===== src/rtl/counter_pkg.sv =====
// Shared definitions for the up/down counter family: direction encodings and load clamping.
package counter_pkg;

   localparam logic DIR_UP   = 1'b1;
   localparam logic DIR_DOWN = 1'b0;

   // Loads above the modulus saturate at the highest legal count.
   function automatic int unsigned clamp_load(input int unsigned val, input int unsigned max_val);
      return (val > max_val) ? max_val : val;
   endfunction

endpackage


===== src/rtl/timebase_prescaler.sv =====
// Free-running divider producing a one-cycle tick once every 2^DIV_BITS clocks.
// Latency: tick is high while the divider sits at all ones, then it rolls over.
// Backpressure: none; the divider always runs.
module timebase_prescaler #(
   parameter int DIV_BITS = 24
) (
   input  logic clk,
   input  logic reset,
   output logic tick
);

   logic [DIV_BITS-1:0] div_cnt;

   always_ff @(posedge clk or negedge reset) begin
      if (!reset) begin
         div_cnt <= '0;
      end else begin
         div_cnt <= div_cnt + 1'b1;
      end
   end

   assign tick = &div_cnt;

endmodule


===== src/rtl/param_updown_counter.sv =====
// Modulo-(MAX+1) up/down counter with load, enable and terminal-count pulse; build with COUNTER_PRESCALER_EN for a slow step tick.
// Latency: load and step results appear on count one cycle after the edge; tc follows the wrapping edge by one cycle.
// Backpressure: none; en gates stepping, load always wins.
module param_updown_counter
   import counter_pkg::*;
#(
   parameter int WIDTH     = 4,
   parameter int MAX       = 15,
   parameter int RESET_VAL = 15,
   parameter int DIV_BITS  = 24
) (
   input  logic             clk,
   input  logic             reset,
   input  logic             en,
   input  logic             up_dn,
   input  logic             load,
   input  logic [WIDTH-1:0] load_val,
   output logic [WIDTH-1:0] count,
   output logic             tc,
   output logic             tick
);

   localparam logic [WIDTH-1:0] MAX_V   = WIDTH'(MAX);
   localparam logic [WIDTH-1:0] RESET_V = WIDTH'(RESET_VAL);
   localparam int unsigned      MAX_U   = MAX;

   if (MAX < 1 || MAX > (1 << WIDTH) - 1) begin : g_bad_max
      $error("param_updown_counter: MAX out of range");
   end
   if (RESET_VAL < 0 || RESET_VAL > MAX) begin : g_bad_reset_val
      $error("param_updown_counter: RESET_VAL must not exceed MAX");
   end
   if (DIV_BITS < 1) begin : g_bad_div_bits
      $error("param_updown_counter: DIV_BITS must be at least 1");
   end

`ifdef COUNTER_PRESCALER_EN
   timebase_prescaler #(
      .DIV_BITS (DIV_BITS)
   ) u_prescaler (
      .clk   (clk),
      .reset (reset),
      .tick  (tick)
   );
`else
   assign tick = 1'b1;
`endif

   logic step;
   assign step = en & tick;

   always_ff @(posedge clk or negedge reset) begin
      if (!reset) begin
         count <= RESET_V;
         tc    <= 1'b0;
      end else if (load) begin
         count <= WIDTH'(clamp_load(32'(load_val), MAX_U));
         tc    <= 1'b0;
      end else if (step) begin
         if (up_dn == DIR_UP) begin
            // >= so an out-of-range value still wraps cleanly to zero
            if (count >= MAX_V) begin
               count <= '0;
               tc    <= 1'b1;
            end else begin
               count <= count + 1'b1;
               tc    <= 1'b0;
            end
         end else begin
            if (count == '0) begin
               count <= MAX_V;
               tc    <= 1'b1;
            end else begin
               count <= count - 1'b1;
               tc    <= 1'b0;
            end
         end
      end else begin
         tc <= 1'b0;
      end
   end

endmodule


===== config.mk =====
export PLATFORM = sky130hd
export DESIGN_NAME = param_updown_counter
export DESIGN_NICKNAME = d
export VERILOG_FILES = /design/src/rtl/counter_pkg.sv /design/src/rtl/timebase_prescaler.sv /design/src/rtl/param_updown_counter.sv
export SDC_FILE = /design/constraint.sdc
export NUM_CORES = 1
export LEC_CHECK = 0
export CORE_AREA = 2 2 39 41
export DETAILED_ROUTE_END_ITERATION = 8
export DIE_AREA = 0 0 41 43
export GPL_TIMING_DRIVEN = 0
export PLACE_DENSITY = 0.58
export SLEW_MARGIN = 30
export SYNTH_ARGS = -nofsm -noshare
export SYNTH_HDL_FRONTEND = slang
export SYNTH_SLANG_ARGS = --single-unit

===== constraint.sdc =====
create_clock -name clk -period 1.6 [get_ports clk]
set_clock_uncertainty 0.1 [all_clocks]
set_input_delay 0.32 -clock clk [delete_from_list [all_inputs] [get_ports clk]]
set_output_delay 0.32 -clock clk [all_outputs]
set_load 0.02 [all_outputs]

## Word-level counts from Yosys, hierarchy flattened

Cells that the tools add are included.

- Input port bits: 9
- Flip-flop bits (word level): 5
- Word-level logic and storage cells: 17
- Output and inout bits: 6

- Multiplexer cells: 10
- Reductions and logical operators: 2
- Magnitude comparators: 1
- $add $sub $neg: 2

Operators with widths:

| operator | number |
|---|---|
| $mux W4 | 5 |
| $mux W1 | 5 |
| $add A4 B1 Y4 const B | 1 |
| $ge A4 B4 Y1 const B | 1 |
| $logic_not A4 Y1 | 1 |
| $sub A4 B1 Y4 const B | 1 |
| $reduce_bool A2 Y1 | 1 |

## Longest topological paths before layout

- Depth after elaboration: 5
- Gate-level depth with buffers: 6
- Depth with buffers taken out: 6

## Worst setup path before layout

No wires, ideal clock.

- Kind: register -> register
- Start: register count[0]
- End: register count[2]
- Cell stages (with the launch flop): 7
- Slack: -0.007 ns
- Library setup time: 0.090 ns
- Arrival time: 1.417 ns
- Cell sequence: dfstp_2 -> inv_1 -> ha_1 -> mux2_2 -> nand2_1 -> xor2_1 -> o21ai_0

- Word-level cells in the longest chain between the ends: 5
- Elaborated cells between the ends (all ways): 9

Ends and longest elaborated chain:

| element | line | text |
|---|---|---|
| start, declared | param_updown_counter.sv:18 | `output logic [WIDTH-1:0] count,` |
| start signal, assigned | param_updown_counter.sv:57 | `count <= WIDTH'(clamp_load(32'(load_val), MAX_U));` |
| start signal, assigned | param_updown_counter.sv:66 | `count <= count + 1'b1;` |
| start signal, assigned | param_updown_counter.sv:74 | `count <= count - 1'b1;` |
| $sub A4 B1 Y4, or another cell as far along | param_updown_counter.sv:74 |  |
| $mux W4, on equally long branches | param_updown_counter.sv:70, param_updown_counter.sv:62 |  |
| $mux W4 * | param_updown_counter.sv:60 | `if (up_dn == DIR_UP) begin` |
| $mux W4 * | param_updown_counter.sv:59 | `end else if (step) begin` |
| $mux W4 * | param_updown_counter.sv:56 | `end else if (load) begin` |

Every way passes the cells marked *; elsewhere a longest branch is shown, timed or not. The select of a mux whose other input is x is not followed.
A chain may end at the register's enable or synchronous reset.

## Final worst setup path

- Start: register tc
- End: output tc

RTL lines:

| element | line | text |
|---|---|---|
| start, declared | param_updown_counter.sv:19 | `output logic tc,` |
| start signal, assigned | param_updown_counter.sv:55 | `tc <= 1'b0;` |
| start signal, assigned | param_updown_counter.sv:58 | `tc <= 1'b0;` |
| start signal, assigned | param_updown_counter.sv:64 | `tc <= 1'b1;` |

No word-level cell between the ends.

==> results.json <==
{
  "synth_most_common_cell": "nand2_1",
  "routed.top_layer": "met3",
  "p_int_mw": 0.346,
  "crit_path_max_incr_delay_ps": 590,
  "final_net_count": 72,
  "timing.final.max_slew_violations": 0,
  "status": "completed",
  "p_sw_mw": 0.165,
  "die_x_um": 41,
  "synth-warning-count": 0,
  "min_path_type": "in -> async",
  "overflow": 0,
  "synth-async-reset-ratio_pct": 100,
  "ys_ff_latch": 5,
  "core_mm2": 0.00138,
  "ant_nets": 0,
  "rsz0062_at_grt": "yes",
  "period_needed_ps": 1570,
  "layout.cells.non_filler": 76,
  "pwr_density_cell_mw_per_mm2": 922,
  "dieHeight_um": 43,
  "yosys-top-cells-count": "nand2_1 (5), dfstp_2 (4), o21ai_0 (4)",
  "finalWeightedCongestion": 0.660,
  "antenna_found_initial": 0,
  "power_mw": 0.511,
  "place_hpwl_um": 577,
  "path_clk_slew_ps": 40,
  "finalCritPeriodShare_pct": 98.0,
  "r2r-start": "count[1]",
  "regToRegSetupSlack_ps": 40,
  "ys.flop_type": "dfstp_2",
  "dp_cells": 68,
  "first_global_vias": 300,
  "wl_met2_um": 380,
  "synth.avg_cell_area_um2": 8.98,
  "drv_cap": 0,
  "htreeDepth": 1,
  "end_kind": "primary output",
  "cp_cell_sequence": "clkdlybuf4s50_1",
  "arrival_ps": 1150,
  "max_freq_ghz": 0.638,
  "track_usage_pct": 10.7,
  "place_area_um2": 502,
  "cpLargestDelayFamily": "buffers and inverters",
  "synthTopCellsByArea": "dfstp_2 (29%), dfrtp_1 (7.0%), ha_1 (7.0%), o21ai_0 (5.6%), nand2_1 (5.2%)",
  "critical_path.startpoint_type": "register",
  "fin_area_um2": 554,
  "swShare_pct": 32.3,
  "seqPwrFrac_pct": 35.3,
  "io_pins": 15,
  "synth_edf_count": 0,
  "cts_root_buffer": "clkbuf_4",
  "remaining_drc_errors": 0,
  "die_area_mm2": 0.00176,
  "fill_cells": 157,
  "drive_gt1_share_pct": 36.7,
  "syn_nets": 51,
  "hold_viol_final": 0,
  "power_leakage_nw": 0.236,
  "wl_met3_um": 75,
  "viasPerCell": 4.53,
  "clk_path_buf_depth": 2,
  "antenna_cells": 0,
  "reg2reg_depth": 6,
  "ys_seq_area_share_pct": 36.2,
  "dr_total_vias": 344,
  "cts_tree": "done",
  "peakVddDrop_v": 0.000620,
  "cp_data_required_time_ps": 1180,
  "drt-met1-wl_um": 403,
  "critPathBufInv": 1,
  "drt_wl_total_um": 859,
  "netlist_instances": 40,
  "grt_max_degree": 10,
  "initial_core_util_pct": 25.9,
  "drtIter0Drc": 0,
  "routedWlPerCell_um": 11.3,
  "pwr-share-comb_pct": 36.0,
  "io_buffers": 12,
  "cts.sinks": 5,
  "clock_latency_ps": 240,
  "yosysTopAreaCellShare_pct": 29.3,
  "finalCoreUtilization_pct": 40.1,
  "syn_to_final_growth_pct": 54.4,
  "cts_buffers": 3,
  "timing.rr.end": "count[2]",
  "cp_max_fo": 1,
  "syn_area_um2": 359,
  "dr.pass1.iters": 1,
  "setup-violations-final": 0,
  "crit_slowest_cell": "clkdlybuf4s50_1",
  "path_class": "reg -> out",
  "grt_pass1_wl_um": 1210,
  "synth_cell_types": 25,
  "finalSetupTns_ps": 0,
  "p_clk_share_pct": 28.7,
  "synth_top_cell_by_area": "dfstp_2",
  "num_rows": 14
}
worst register-to-register path: stages, from the launching register on:
cell and delay [ps]:
dfstp_2 590, inv_2 60, ha_4 160, mux2_4 270, nand2_2 70, xor2_1 140
o21ai_1 70
worst max path at each step:
stage	start	endpoint	slack (ps)	cells after the start
floorplan	count[0]	count[2]	20	6
global placement	up_dn	count[2]	-190	5
detailed placement	up_dn	count[2]	-190	5
CTS	count[0]	count[0]	2	1
global route	count[1]	count[2]	-30	6
finish	tc	tc	30	1
power groups by stage:
stage | sequential (mW) | clock (mW) | combinational (mW)
final | 0.181 | 0.147 | 0.184
after global routing | 0.184 | 0.163 | 0.202
after CTS | 0.180 | 0.155 | 0.164
after detailed placement | 0.184 | 0 | 0.160
after global placement | 0.183 | 0 | 0.161
after floorplan | 0.195 | 0 | 0.0805
sequential cells by signal, summed over array words and instances, names as in the netlist:
signal,count
count,4
tc,1
metal layers:
layer | global-route usage (%) | vias up
li1 | - | 180
met5 | 0 | -
met3 | 9.42 | 0
met4 | 0 | 0
met1 | 13.7 | 153
met2 | 14.4 | 11
stage by stage:
step           worst slack (ps)  hold slack (ps)
3_3_place_gp               -191              458
6_report                   32.5              204
5_1_grt                   -31.9              209
2_1_floorplan              16.6            -75.6
3_5_place_dp               -190              458
4_1_cts                    1.54              201
area by class of cell:
| class | instances | area, um^2 | area share [%] |
|---|---|---|---|
| repair buffers | 16 | 130 | 23.5 |
| flip-flops and latches | 5 | 130 | 23.5 |
| multi-input cells | 31 | 229 | 41.3 |
| clock buffers | 4 | 26.3 | 4.74 |
| plain buffers | 2 | 11.3 | 2.03 |
| inverters | 2 | 7.51 | 1.35 |
| well taps | 16 | 20.0 | 3.61 |
kinds of logic (layout without fill, tap and decap cells):
logic type / count (synthesis) / in the layout / synth area share (%)
buffers and inverters: 4 / 24 / 5.23
other: 1 / 1 / 1.04
multiplexers: 2 / 2 / 5.92
flip-flops: 5 / 5 / 36.2
XOR/XNOR: 3 / 3 / 7.32
AO/OA/AOI/OAI: 11 / 11 / 20.2
AND/OR/NAND/NOR: 12 / 12 / 17.1
adder cells (fa/ha/maj): 2 / 2 / 6.97
cells in the final DEF (no fill, tap or decap), drive strengths merged, types with 2 or more instances in the layout:
cell type | netlist | routed
inv | 2 | 2
xnor2 | 2 | 2
clkbuf | 1 | 9
ha | 2 | 2
clkdlybuf4s50 | 0 | 8
nand2 | 5 | 5
a21oi | 3 | 3
buf | 1 | 5
o21ai | 4 | 4
dfstp | 4 | 4
what timing repair did:
action	4_1_cts	5_1_grt
endpoints found under the setup margin	5	6
cloned	0	0
gates resized for setup	6	12
pin swaps	0	1
setup buffers	2	2
hold buffers	0	0
Power figures use the tool's default switching activity.
